$ cat src/rtl/ex_stage_pipe_if.sv
// ex_stage_pipe_if: handshake bundle between ID/EX, the execute stage and MEM.
//   in_valid/in_ready        : ID offers an operation / stage can accept it
//   in_op, in_data1/2        : opcode and operands (rs1, rs2 or immediate)
//   in_we, in_waddr          : destination write enable / register
//   out_valid/out_ready      : result held for MEM / MEM consumes it
//   out_we/out_waddr/wdata   : registered write-back triple
// master = environment side (ID driver + MEM sink), slave = execute stage.
interface ex_stage_pipe_if #(
  parameter int unsigned XLEN       = 32,
  parameter int unsigned REG_ADDR_W = 5,
  parameter int unsigned OP_W       = 5
);
  logic                  in_valid;
  logic                  in_ready;
  logic [OP_W-1:0]       in_op;
  logic [XLEN-1:0]       in_data1;
  logic [XLEN-1:0]       in_data2;
  logic                  in_we;
  logic [REG_ADDR_W-1:0] in_waddr;
  logic                  out_valid;
  logic                  out_ready;
  logic                  out_we;
  logic [REG_ADDR_W-1:0] out_waddr;
  logic [XLEN-1:0]       out_wdata;

  modport master (
    output in_valid, in_op, in_data1, in_data2, in_we, in_waddr, out_ready,
    input  in_ready, out_valid, out_we, out_waddr, out_wdata
  );

  modport slave (
    input  in_valid, in_op, in_data1, in_data2, in_we, in_waddr, out_ready,
    output in_ready, out_valid, out_we, out_waddr, out_wdata
  );
endinterface

$ cat src/rtl/ex_stage_pipe.sv
// ex_stage_pipe: handshaked RV32I/RV32M execute stage.
// Single-cycle ALU ops (and divide special cases) load the output register at
// acceptance; MUL*/DIV*/REM* iterate XLEN cycles (shift-add / restoring
// division over magnitudes) with sign correction on the final step.
// Ports:
//   i_clk    : clock, rising edge
//   i_rst_n  : asynchronous active-low reset
//   i_flush  : synchronous abort of in-flight and held operation
//   o_busy   : multi-cycle iteration in progress
//   ex_if    : slave side of ex_stage_pipe_if (input handshake + write-back)
module ex_stage_pipe #(
  parameter int unsigned XLEN       = 32,
  parameter int unsigned REG_ADDR_W = 5,
  parameter int unsigned OP_W       = 5
) (
  input  logic           i_clk,
  input  logic           i_rst_n,
  input  logic           i_flush,
  output logic           o_busy,
  ex_stage_pipe_if.slave ex_if
);

  localparam int unsigned SHW  = $clog2(XLEN);
  localparam int unsigned CNTW = SHW + 1;

  localparam logic [OP_W-1:0] OP_ADD   = OP_W'(0);
  localparam logic [OP_W-1:0] OP_SUB   = OP_W'(1);
  localparam logic [OP_W-1:0] OP_AND   = OP_W'(2);
  localparam logic [OP_W-1:0] OP_OR    = OP_W'(3);
  localparam logic [OP_W-1:0] OP_XOR   = OP_W'(4);
  localparam logic [OP_W-1:0] OP_SLL   = OP_W'(5);
  localparam logic [OP_W-1:0] OP_SRL   = OP_W'(6);
  localparam logic [OP_W-1:0] OP_SRA   = OP_W'(7);
  localparam logic [OP_W-1:0] OP_SLT   = OP_W'(8);
  localparam logic [OP_W-1:0] OP_SLTU  = OP_W'(9);
  localparam logic [OP_W-1:0] OP_MUL   = OP_W'(10);
  localparam logic [OP_W-1:0] OP_MULH  = OP_W'(11);
  localparam logic [OP_W-1:0] OP_MULHU = OP_W'(12);
  localparam logic [OP_W-1:0] OP_DIV   = OP_W'(13);
  localparam logic [OP_W-1:0] OP_DIVU  = OP_W'(14);
  localparam logic [OP_W-1:0] OP_REM   = OP_W'(15);
  localparam logic [OP_W-1:0] OP_REMU  = OP_W'(16);

  typedef enum logic [1:0] {S_IDLE, S_MUL, S_DIV} state_t;

  state_t                r_state;
  logic [CNTW-1:0]       r_cnt;
  logic [2*XLEN-1:0]     r_p;      // MUL: {acc_hi, multiplier}; DIV: {rem, quot}
  logic [XLEN-1:0]       r_a;      // multiplicand or divisor magnitude
  logic                  r_sel_hi; // take upper half (MULH*, REM*)
  logic                  r_neg;    // negate final result
  logic                  r_it_we;
  logic [REG_ADDR_W-1:0] r_it_waddr;

  logic                  r_out_valid;
  logic                  r_out_we;
  logic [REG_ADDR_W-1:0] r_out_waddr;
  logic [XLEN-1:0]       r_out_wdata;

  logic                  w_ready;
  logic                  w_accept;
  logic                  w_is_mul;
  logic                  w_is_div;
  logic                  w_signed;
  logic                  w_s1;
  logic                  w_s2;
  logic [XLEN-1:0]       w_mag1;
  logic [XLEN-1:0]       w_mag2;
  logic                  w_div_zero;
  logic                  w_div_ovf;
  logic                  w_go_mul;
  logic                  w_go_div;
  logic [SHW-1:0]        w_shamt;
  logic [XLEN-1:0]       w_alu;
  logic [XLEN:0]         w_mul_sum;
  logic [XLEN:0]         w_div_shift;
  logic [XLEN:0]         w_div_trial;
  logic [2*XLEN-1:0]     w_step;
  logic [2*XLEN-1:0]     w_prod;
  logic [XLEN-1:0]       w_half;
  logic [XLEN-1:0]       w_final;
  logic                  w_finish;

  // ---------------- handshake ----------------
  assign o_busy         = (r_state != S_IDLE);
  assign w_ready        = i_rst_n && !o_busy && (!r_out_valid || ex_if.out_ready);
  assign w_accept       = ex_if.in_valid && w_ready && !i_flush;
  assign ex_if.in_ready = w_ready;

  assign ex_if.out_valid = r_out_valid;
  assign ex_if.out_we    = r_out_we;
  assign ex_if.out_waddr = r_out_waddr;
  assign ex_if.out_wdata = r_out_wdata;

  // ---------------- operand preparation ----------------
  assign w_is_mul   = (ex_if.in_op == OP_MUL) || (ex_if.in_op == OP_MULH) ||
                      (ex_if.in_op == OP_MULHU);
  assign w_is_div   = (ex_if.in_op == OP_DIV) || (ex_if.in_op == OP_DIVU) ||
                      (ex_if.in_op == OP_REM) || (ex_if.in_op == OP_REMU);
  assign w_signed   = (ex_if.in_op == OP_MUL) || (ex_if.in_op == OP_MULH) ||
                      (ex_if.in_op == OP_DIV) || (ex_if.in_op == OP_REM);
  assign w_s1       = w_signed && ex_if.in_data1[XLEN-1];
  assign w_s2       = w_signed && ex_if.in_data2[XLEN-1];
  assign w_mag1     = w_s1 ? -ex_if.in_data1 : ex_if.in_data1;
  assign w_mag2     = w_s2 ? -ex_if.in_data2 : ex_if.in_data2;
  assign w_div_zero = (ex_if.in_data2 == '0);
  assign w_div_ovf  = ((ex_if.in_op == OP_DIV) || (ex_if.in_op == OP_REM)) &&
                      (ex_if.in_data1 == {1'b1, {(XLEN-1){1'b0}}}) &&
                      (ex_if.in_data2 == '1);
  assign w_go_mul   = w_is_mul;
  assign w_go_div   = w_is_div && !w_div_zero && !w_div_ovf;
  assign w_shamt    = ex_if.in_data2[SHW-1:0];

  // ---------------- single-cycle result ----------------
  always_comb begin
    w_alu = '0;
    case (ex_if.in_op)
      OP_ADD:  w_alu = ex_if.in_data1 + ex_if.in_data2;
      OP_SUB:  w_alu = ex_if.in_data1 - ex_if.in_data2;
      OP_AND:  w_alu = ex_if.in_data1 & ex_if.in_data2;
      OP_OR:   w_alu = ex_if.in_data1 | ex_if.in_data2;
      OP_XOR:  w_alu = ex_if.in_data1 ^ ex_if.in_data2;
      OP_SLL:  w_alu = ex_if.in_data1 << w_shamt;
      OP_SRL:  w_alu = ex_if.in_data1 >> w_shamt;
      OP_SRA:  w_alu = $signed(ex_if.in_data1) >>> w_shamt;
      OP_SLT:  w_alu = {{(XLEN-1){1'b0}},
                        ($signed(ex_if.in_data1) < $signed(ex_if.in_data2))};
      OP_SLTU: w_alu = {{(XLEN-1){1'b0}}, (ex_if.in_data1 < ex_if.in_data2)};
      // Divide special cases; normal divides go through the DIV state.
      OP_DIV:  w_alu = w_div_zero ? '1 : ex_if.in_data1;
      OP_DIVU: w_alu = '1;
      OP_REM:  w_alu = w_div_zero ? ex_if.in_data1 : '0;
      OP_REMU: w_alu = ex_if.in_data1;
      default: w_alu = '0;
    endcase
  end

  // ---------------- iteration step ----------------
  assign w_mul_sum   = {1'b0, r_p[2*XLEN-1:XLEN]} + (r_p[0] ? {1'b0, r_a} : '0);
  assign w_div_shift = {r_p[2*XLEN-1:XLEN], r_p[XLEN-1]};
  assign w_div_trial = w_div_shift - {1'b0, r_a};

  always_comb begin
    w_step = '0;
    if (r_state == S_MUL) begin
      w_step = {w_mul_sum, r_p[XLEN-1:1]};
    end else if (w_div_trial[XLEN]) begin
      w_step = {w_div_shift[XLEN-1:0], r_p[XLEN-2:0], 1'b0};
    end else begin
      w_step = {w_div_trial[XLEN-1:0], r_p[XLEN-2:0], 1'b1};
    end
  end

  // Product sign is fixed over the full 2*XLEN value before picking a half;
  // quotient/remainder are corrected independently after selection.
  always_comb begin
    w_prod  = '0;
    w_half  = '0;
    w_final = '0;
    if (r_state == S_MUL) begin
      w_prod  = r_neg ? -w_step : w_step;
      w_final = r_sel_hi ? w_prod[2*XLEN-1:XLEN] : w_prod[XLEN-1:0];
    end else begin
      w_half  = r_sel_hi ? w_step[2*XLEN-1:XLEN] : w_step[XLEN-1:0];
      w_final = r_neg ? -w_half : w_half;
    end
  end

  assign w_finish = o_busy && (r_cnt == CNTW'(XLEN-1)) && !i_flush;

  // ---------------- FSM / iteration state ----------------
  always_ff @(posedge i_clk or negedge i_rst_n) begin
    if (!i_rst_n) begin
      r_state    <= S_IDLE;
      r_cnt      <= '0;
      r_p        <= '0;
      r_a        <= '0;
      r_sel_hi   <= 1'b0;
      r_neg      <= 1'b0;
      r_it_we    <= 1'b0;
      r_it_waddr <= '0;
    end else if (i_flush) begin
      r_state <= S_IDLE;
      r_cnt   <= '0;
    end else begin
      case (r_state)
        S_IDLE: begin
          if (w_accept && (w_go_mul || w_go_div)) begin
            r_cnt      <= '0;
            r_it_we    <= ex_if.in_we;
            r_it_waddr <= ex_if.in_waddr;
            if (w_go_mul) begin
              r_state  <= S_MUL;
              r_p      <= {{XLEN{1'b0}}, w_mag2};
              r_a      <= w_mag1;
              r_sel_hi <= (ex_if.in_op != OP_MUL);
              r_neg    <= w_s1 ^ w_s2;
            end else begin
              r_state  <= S_DIV;
              r_p      <= {{XLEN{1'b0}}, w_mag1};
              r_a      <= w_mag2;
              r_sel_hi <= (ex_if.in_op == OP_REM) || (ex_if.in_op == OP_REMU);
              r_neg    <= (ex_if.in_op == OP_REM) ? w_s1 : (w_s1 ^ w_s2);
            end
          end
        end
        default: begin
          r_p   <= w_step;
          r_cnt <= r_cnt + 1'b1;
          if (r_cnt == CNTW'(XLEN-1)) begin
            r_state <= S_IDLE;
          end
        end
      endcase
    end
  end

  // ---------------- output register ----------------
  always_ff @(posedge i_clk or negedge i_rst_n) begin
    if (!i_rst_n) begin
      r_out_valid <= 1'b0;
      r_out_we    <= 1'b0;
      r_out_waddr <= '0;
      r_out_wdata <= '0;
    end else if (i_flush) begin
      r_out_valid <= 1'b0;
      r_out_we    <= 1'b0;
    end else if (w_accept && !w_go_mul && !w_go_div) begin
      r_out_valid <= 1'b1;
      r_out_we    <= ex_if.in_we;
      r_out_waddr <= ex_if.in_waddr;
      r_out_wdata <= w_alu;
    end else if (w_finish) begin
      r_out_valid <= 1'b1;
      r_out_we    <= r_it_we;
      r_out_waddr <= r_it_waddr;
      r_out_wdata <= w_final;
    end else if (r_out_valid && ex_if.out_ready) begin
      r_out_valid <= 1'b0;
    end
  end

endmodule

$ cat src/flat_wrapper.sv
// flat-port wrapper written by rule: the top's interface ports become plain ports
module ex_stage_pipe_flat 
#(
  parameter int unsigned XLEN       = 32,
  parameter int unsigned REG_ADDR_W = 5,
  parameter int unsigned OP_W       = 5
)
  (i_clk, i_rst_n, i_flush, o_busy, ex_if_in_valid, ex_if_in_op, ex_if_in_data1, ex_if_in_data2, ex_if_in_we, ex_if_in_waddr, ex_if_out_ready, ex_if_in_ready, ex_if_out_valid, ex_if_out_we, ex_if_out_waddr, ex_if_out_wdata);
  ex_stage_pipe_if #(.XLEN(XLEN), .REG_ADDR_W(REG_ADDR_W), .OP_W(OP_W)) ex_if_i ();
  input  logic i_clk;
  input  logic i_rst_n;
  input  logic i_flush;
  output logic o_busy;
  input wire logic [$bits(ex_if_i.in_valid)-1:0] ex_if_in_valid;
  input wire logic [$bits(ex_if_i.in_op)-1:0] ex_if_in_op;
  input wire logic [$bits(ex_if_i.in_data1)-1:0] ex_if_in_data1;
  input wire logic [$bits(ex_if_i.in_data2)-1:0] ex_if_in_data2;
  input wire logic [$bits(ex_if_i.in_we)-1:0] ex_if_in_we;
  input wire logic [$bits(ex_if_i.in_waddr)-1:0] ex_if_in_waddr;
  input wire logic [$bits(ex_if_i.out_ready)-1:0] ex_if_out_ready;
  output wire logic [$bits(ex_if_i.in_ready)-1:0] ex_if_in_ready;
  output wire logic [$bits(ex_if_i.out_valid)-1:0] ex_if_out_valid;
  output wire logic [$bits(ex_if_i.out_we)-1:0] ex_if_out_we;
  output wire logic [$bits(ex_if_i.out_waddr)-1:0] ex_if_out_waddr;
  output wire logic [$bits(ex_if_i.out_wdata)-1:0] ex_if_out_wdata;
  assign ex_if_i.in_valid = ex_if_in_valid;
  assign ex_if_i.in_op = ex_if_in_op;
  assign ex_if_i.in_data1 = ex_if_in_data1;
  assign ex_if_i.in_data2 = ex_if_in_data2;
  assign ex_if_i.in_we = ex_if_in_we;
  assign ex_if_i.in_waddr = ex_if_in_waddr;
  assign ex_if_i.out_ready = ex_if_out_ready;
  assign ex_if_in_ready = ex_if_i.in_ready;
  assign ex_if_out_valid = ex_if_i.out_valid;
  assign ex_if_out_we = ex_if_i.out_we;
  assign ex_if_out_waddr = ex_if_i.out_waddr;
  assign ex_if_out_wdata = ex_if_i.out_wdata;
  ex_stage_pipe #(.XLEN(XLEN), .REG_ADDR_W(REG_ADDR_W), .OP_W(OP_W)) u_core (.i_clk(i_clk), .i_rst_n(i_rst_n), .i_flush(i_flush), .o_busy(o_busy), .ex_if(ex_if_i));
endmodule
$ cat config.mk
export PLATFORM = sky130hd
export DESIGN_NAME = ex_stage_pipe_flat
export DESIGN_NICKNAME = d
export VERILOG_FILES = /design/src/rtl/ex_stage_pipe_if.sv /design/src/rtl/ex_stage_pipe.sv /design/src/flat_wrapper.sv
export SDC_FILE = /design/constraint.sdc
export NUM_CORES = 1
export LEC_CHECK = 0
export BUFFER_PORTS_ARGS = -buffer_cell sky130_fd_sc_hd__buf_2
export CORE_MARGIN = 2
export CORE_UTILIZATION = 65
export DETAILED_ROUTE_END_ITERATION = 6
export GPL_TIMING_DRIVEN = 0
export PLACE_DENSITY = 0.9
export SETUP_SLACK_MARGIN = 0.5
export SLEW_MARGIN = 30
export SYNTH_ARGS = -nofsm -noshare
export SYNTH_HDL_FRONTEND = slang
export SYNTH_SLANG_ARGS = --single-unit
$ cat constraint.sdc
create_clock -name i_clk -period 5.8 [get_ports i_clk]
set_input_delay 0.58 -clock i_clk [delete_from_list [all_inputs] [get_ports i_clk]]
set_output_delay 0.58 -clock i_clk [all_outputs]
set_load 0.01 [all_outputs]
==> metrics.cfg, run 1 <==
[global_route]
global_route_wire_length_before_repair_um = 240400
grt_start_max_net_pins = 89
globalRoute.totalOverflow = 262
grt_pass1_vias = 35175
global_route.usage.total_pct = 76.43

[placement]
gp_congestion = 1.317
numPortBuffers = 119
dpl.hpwl_um = 108500
detailedPlace.worstSlack_ns = -2.030
place_area_um2 = 27060

[cts]
clock_tree.htree_level_count = 4
clock_path_buffers = 2
cts-hold-fix-buffers = 0
ctsRootBufferMaster = sky130_fd_sc_hd__clkbuf_16
numCtsBuffers = 17
tritoncts_num_sinks = 151

[logic_synthesis]
asyncSetResetFlopFracSynth_pct = 100.0
syn_area_per_cell_um2 = 7.066
ys_dominant_reg_cell = sky130_fd_sc_hd__dfrtp_1
synth_edf_count = 0
synthesized_net_count = 3893
synthesis.area_um2 = 25740
synth.yosys.seq_area_share_pct = 14.68
synthDistinctLibCells = 102
synth-warning-count = 0
synth_seq_cells = 151
gate_count_of_the_mapped_netlist = 3642

[status]
status = stopped before the end
last-stage-reached = 5_1_grt
flow.first_error = [ERROR GRT-0116] Global routing finished with congestion. Check the congestion regions in the DRC Viewer.

[floorplanning]
die_x_um = 203.0
core.rowCount = 72
initial_core_util_pct = 66.28
floorplan.io_pins = 121
dieHeight_um = 203.0

-- synth_stat cells (20+ instances only) --
cell type | instances | share of area, %
sky130_fd_sc_hd__and3_1 | 32 | 0.78
sky130_fd_sc_hd__buf_1 | 35 | 0.51
sky130_fd_sc_hd__buf_2 | 23 | 0.45
sky130_fd_sc_hd__o211ai_1 | 42 | 1.2
sky130_fd_sc_hd__xnor2_1 | 112 | 3.8
sky130_fd_sc_hd__a31oi_1 | 84 | 2.0
sky130_fd_sc_hd__a211oi_1 | 44 | 1.3
sky130_fd_sc_hd__nor4_1 | 28 | 0.68
sky130_fd_sc_hd__mux2i_1 | 101 | 3.9
sky130_fd_sc_hd__nor2_1 | 392 | 5.7
sky130_fd_sc_hd__nand3_1 | 123 | 2.4
sky130_fd_sc_hd__xor2_1 | 47 | 1.6
sky130_fd_sc_hd__nand2_1 | 388 | 5.7
sky130_fd_sc_hd__a21oi_1 | 330 | 6.4
sky130_fd_sc_hd__o22ai_1 | 30 | 0.73
sky130_fd_sc_hd__nor3_1 | 91 | 1.8
sky130_fd_sc_hd__o21bai_1 | 25 | 0.73
sky130_fd_sc_hd__nand2b_1 | 29 | 0.70
sky130_fd_sc_hd__nand4_1 | 43 | 1.0
sky130_fd_sc_hd__and2_1 | 62 | 1.5
sky130_fd_sc_hd__o21ai_0 | 272 | 5.3
sky130_fd_sc_hd__clkbuf_1 | 214 | 3.1
sky130_fd_sc_hd__or3_1 | 36 | 0.88
sky130_fd_sc_hd__dfrtp_1 | 151 | 15
sky130_fd_sc_hd__o221ai_1 | 31 | 1.1
sky130_fd_sc_hd__o31ai_1 | 39 | 1.1
sky130_fd_sc_hd__a221oi_1 | 32 | 1.1
sky130_fd_sc_hd__ha_1 | 167 | 8.1
sky130_fd_sc_hd__mux4_2 | 49 | 4.3
sky130_fd_sc_hd__a21o_1 | 60 | 1.8
sky130_fd_sc_hd__a22oi_1 | 40 | 1.2
sky130_fd_sc_hd__inv_1 | 142 | 2.1
sky130_fd_sc_hd__o21a_1 | 24 | 0.70
sky130_fd_sc_hd__mux2_2 | 20 | 0.88
-- metrics by stage --
| step | utilization [%] | TNS (ns) | cells | hold WS (ns) |
|---|---|---|---|---|
| detailed placement | 69.69 | -137.30 | 4281 | 0.4677 |
| global placement | 69.50 | -134.78 | 4279 | 0.4616 |
| floorplan | - | 0 | 3642 | 0.2844 |
| CTS | 72.48 | 0 | 4326 | 0.07752 |
-- per-layer routing --
metal	track usage, %	overflow
met5	32.50	1
met4	71.58	102
met3	60.77	3
met2	93.31	150
met1	77.96	6
-- cell families after synthesis --
logic type | Yosys count | share of synthesized area [%]
and+or+nand+nor | 1302 | 23.58
muxes | 170 | 9.091
buffers and inverters | 423 | 6.354
AOI/OAI and AO/OA | 1266 | 32.45
xor gates and xnor gates | 159 | 5.411
DFF | 151 | 14.68
adders and majority gates | 171 | 8.430
-- repair_timing --
item | 4_1_cts
setup endpoints to repair | 151
pin swaps | 14
gates resized for setup | 112
setup buffers | 13
==> run 2, diff against run 1 <==
Settings changed: CORE_UTILIZATION 65 to 40, PLACE_DENSITY 0.9 to not set, PLACE_DENSITY_LB_ADDON set to 0.15, SETUP_SLACK_MARGIN 0.5 to not set.
==> metrics.cfg, run 2 <==
[timing]
timing.setup.tns_ns = -0.2052
finalClockSkew_ns = 0.01630
tightestPinTransition_ns = 1.168
timing.final.max_slew_violations = 0
layout_worst_path_cycle_share_pct = 101.4
relSlewSlack_pct = 19.90
finalWorstPathRequiredPeriod_ns = 5.880
rsz0062_at_grt = true
max_freq_mhz = 170.1
finalWorstSetupSlack_ns = -0.07951
finalSetupViolCount = 3
fin_hold_ws_ns = 0.09052
hold_viol = 0

[logic_synthesis]
yosys.cell_count.top_type = sky130_fd_sc_hd__nor2_1
synth_top_area_share_pct = 14.68
yosys.area.top_type = sky130_fd_sc_hd__dfrtp_1
synthesis.area_um2 = 25740
syn_area_per_cell_um2 = 7.066
synth_seq_cells = 151
synth.yosys.seq_area_share_pct = 14.68
synth-warning-count = 0
synthesized_net_count = 3893
synth_edf_count = 0
ys_top_cells_by_area = sky130_fd_sc_hd__dfrtp_1, sky130_fd_sc_hd__ha_1, sky130_fd_sc_hd__a21oi_1, sky130_fd_sc_hd__nor2_1, sky130_fd_sc_hd__nand2_1
gate_count_of_the_mapped_netlist = 3642
asyncSetResetFlopFracSynth_pct = 100.0
commonest_cells_in_the_synthesized_netlist = sky130_fd_sc_hd__nor2_1, sky130_fd_sc_hd__nand2_1, sky130_fd_sc_hd__a21oi_1, sky130_fd_sc_hd__o21ai_0, sky130_fd_sc_hd__clkbuf_1
ys_dominant_reg_cell = sky130_fd_sc_hd__dfrtp_1
synthDistinctLibCells = 102

[cts]
clock_path_buffers = 2
clkTransAtPathRegs_ns = 0.08
clk_latency_ns = 0.49
clock_tree.htree_level_count = 4
tritoncts_num_sinks = 151
numCtsBuffers = 17
cts-hold-fix-buffers = 0
ctsRootBufferMaster = sky130_fd_sc_hd__clkbuf_16
clock_tree_from_tritoncts = built

[routing]
drt-initial-drc-count = 4542
remaining_number_of_nets_flagged_by_the_antenna_check_after_routing = 0
totalWireLength_um = 156900
routedWlPerCell_um = 33.75
first_pass_iters = 7
detailroute.via_count = 32360
drc_errors = 3
routed_via_density = 6.961

[layout]
area.growth.synth_to_final_pct = 11.38
largest-register = u_core.r_p
finish.net_count = 4040
mostFrequentLayoutCells = sky130_fd_sc_hd__nand2_1, sky130_fd_sc_hd__nor2_1, sky130_fd_sc_hd__a21oi_1
finish.instance_area_um2 = 28670
largest_reg_flops = 64
layout-drive-gt1-share_pct = 11.05

[status]
status = finished, violations left
violations = design-rule violations, negative setup slack

[floorplanning]
core.rowCount = 92
design.core.area_um2 = 63310
floorplan.io_pins = 121
die_x_um = 257.7
dieArea_um2 = 66380
dieHeight_um = 257.7
initial_core_util_pct = 40.65

[global_route]
globalRoute.totalOverflow = 0
antenna_found_initial = 8
grt_start_max_net_pins = 78
global_route_wire_length_before_repair_um = 221800
grt_pass1_vias = 30825
global_route.usage.total_pct = 45.97

[setup_path]
worst_path_dominant_cell_family = buffers and inverters
critPathSlowestCell = sky130_fd_sc_hd__o221ai_1
critical-path-max-stage-delay_ns = 0.49
critical_path.max_fanout = 10
worst_ep_arrival_time_ns = 6.23
critical_path_buf_inv_count = 11
crit_type = flip-flop to flip-flop
timing.critical_path.cells = nor2b_1 -> buf_2 -> buf_4 -> clkbuf_4 -> buf_4 -> clkbuf_4 -> clkbuf_4 -> clkbuf_4 -> clkbuf_4 -> buf_2 -> a221oi_2 -> ha_1 -> inv_1 -> or4_1 -> buf_2 -> o31ai_1 -> xor2_1 -> o221ai_1 -> nand2_1
library_cell_appearing_most_often_on_the_critical_path = sky130_fd_sc_hd__clkbuf_4
startpoint_type = flip-flop
timing.critical_path.required_ns = 6.15
critPathCaptureType = flip-flop

[placement]
dpl.hpwl_um = 126600
detailedPlace.worstSlack_ns = -2.565
numPortBuffers = 119
gp_congestion = 1.129
place_area_um2 = 27480

[pwr]
power.density_nw_per_um2 = 407.5
p_leak_uw = 0.01185
ir_worst_vdd_uv = 254.5
power.internal_uw = 4768
p_sw_share_pct = 59.18
share_clk_of_total_power_pct = 10.5
power_frac_comb_pct = 72.8
seq_power_share_pct = 16.8
switching_power_uw = 6914

[run]
maxCapViolations = 0

[min_path]
holdCritPathClass = input pin to async pin

[run 2: logic make-up (layout without fill, tap and decap cells)]
| logic type | after synthesis | count (layout) | share of synthesized area (%) |
|---|---|---|---|
| and+or+nand+nor | 1302 | 1302 | 23.58 |
| AOI/OAI and AO/OA | 1266 | 1266 | 32.45 |
| buffers and inverters | 423 | 582 | 6.354 |
| adders and majority gates | 171 | 171 | 8.430 |
| muxes | 170 | 170 | 9.091 |
| xor gates and xnor gates | 159 | 159 | 5.411 |
| DFF | 151 | 151 | 14.68 |
| other | 0 | 2 | 0 |
[run 2: stage by stage]
stage | total power, uW | utilization (%) | std cells
global placement | 9763 | 43.26 | 4607
finish | 11680 | 45.28 | 4649
floorplan | 6831 | - | 3642
detailed placement | 9740 | 43.41 | 4609
CTS | 11090 | 44.82 | 4640
global route | 12130 | 45.27 | 4647
[run 2: worst register-to-register path: stages (launching register included)]
cell and delay (ns):
sky130_fd_sc_hd__dfrtp_1 0.39, sky130_fd_sc_hd__nor2b_1 0.30, sky130_fd_sc_hd__buf_2 0.31, sky130_fd_sc_hd__buf_4 0.31
sky130_fd_sc_hd__clkbuf_4 0.37, sky130_fd_sc_hd__buf_4 0.36, sky130_fd_sc_hd__clkbuf_4 0.38, sky130_fd_sc_hd__clkbuf_4 0.38
sky130_fd_sc_hd__clkbuf_4 0.36, sky130_fd_sc_hd__clkbuf_4 0.33, sky130_fd_sc_hd__buf_2 0.37, sky130_fd_sc_hd__a221oi_2 0.14
sky130_fd_sc_hd__ha_1 0.28, sky130_fd_sc_hd__inv_1 0.11, sky130_fd_sc_hd__or4_1 0.17, sky130_fd_sc_hd__buf_2 0.31
sky130_fd_sc_hd__o31ai_1 0.13, sky130_fd_sc_hd__xor2_1 0.18, sky130_fd_sc_hd__o221ai_1 0.49, sky130_fd_sc_hd__nand2_1 0.09
[run 2: final timing paths]
kind / start / endpoint / slack (ns) / depth (start not counted)
max: u_core.r_state[0]$_DFFE_PN0P_ / u_core.ex_if.out_wdata[12]$_DFFE_PN0P_ / -0.08 / 19
min in group i_clk: ex_if_in_we / u_core.r_it_we$_DFFE_PN0P_ / 0.35 / 2
min reg2reg: u_core.ex_if.out_wdata[3]$_DFFE_PN0P_ / u_core.ex_if.out_wdata[3]$_DFFE_PN0P_ / 0.48 / 2
min: i_rst_n / u_core.ex_if.out_waddr[0]$_DFFE_PN0P_ / 0.09 / 1
max in group asynchronous: i_rst_n / u_core.r_p[0]$_DFFE_PN0P_ / 4.85 / 2
max reg2reg: u_core.r_state[0]$_DFFE_PN0P_ / u_core.ex_if.out_wdata[12]$_DFFE_PN0P_ / -0.08 / 19
[run 2: layer usage]
layer	global-route usage [%]	part of all wire [%]
met5	0.07123	0.036
met4	41.28	11
met3	12.04	10
met2	70.49	43
met1	52.70	36
[run 2: final cells by class]
class	count	area, um^2
inverter	147	554.3
tap	846	1059
fill	6745	34650
sequential	151	3781
clock inverter	14	185.2
clock buffer	17	425.4
timing repair buffer	136	753.2
buffer	268	1146
antenna	2	5.005
multi-input combinational	3068	20760
[run 2: timing repair]
| item | CTS | global route |
|---|---|---|
| gates resized for setup | 76 | 57 |
| setup endpoints to repair | 150 | 31 |
| setup buffers | 8 | 6 |
| pin swaps | 5 | 7 |
[run 2: power by group through the flow]
| stage | Clock (uW) | Combinational (uW) | Sequential, uW |
|---|---|---|---|
| 6_report | 1230 | 8500 | 1960 |
| 5_1_grt | 1260 | 8900 | 1970 |
| 4_1_cts | 1210 | 7960 | 1920 |
| 3_5_place_dp | 0 | 7810 | 1930 |
| 3_3_place_gp | 0 | 7830 | 1930 |
| 2_1_floorplan | 0 | 5100 | 1730 |
Power figures use the tool's default switching activity.
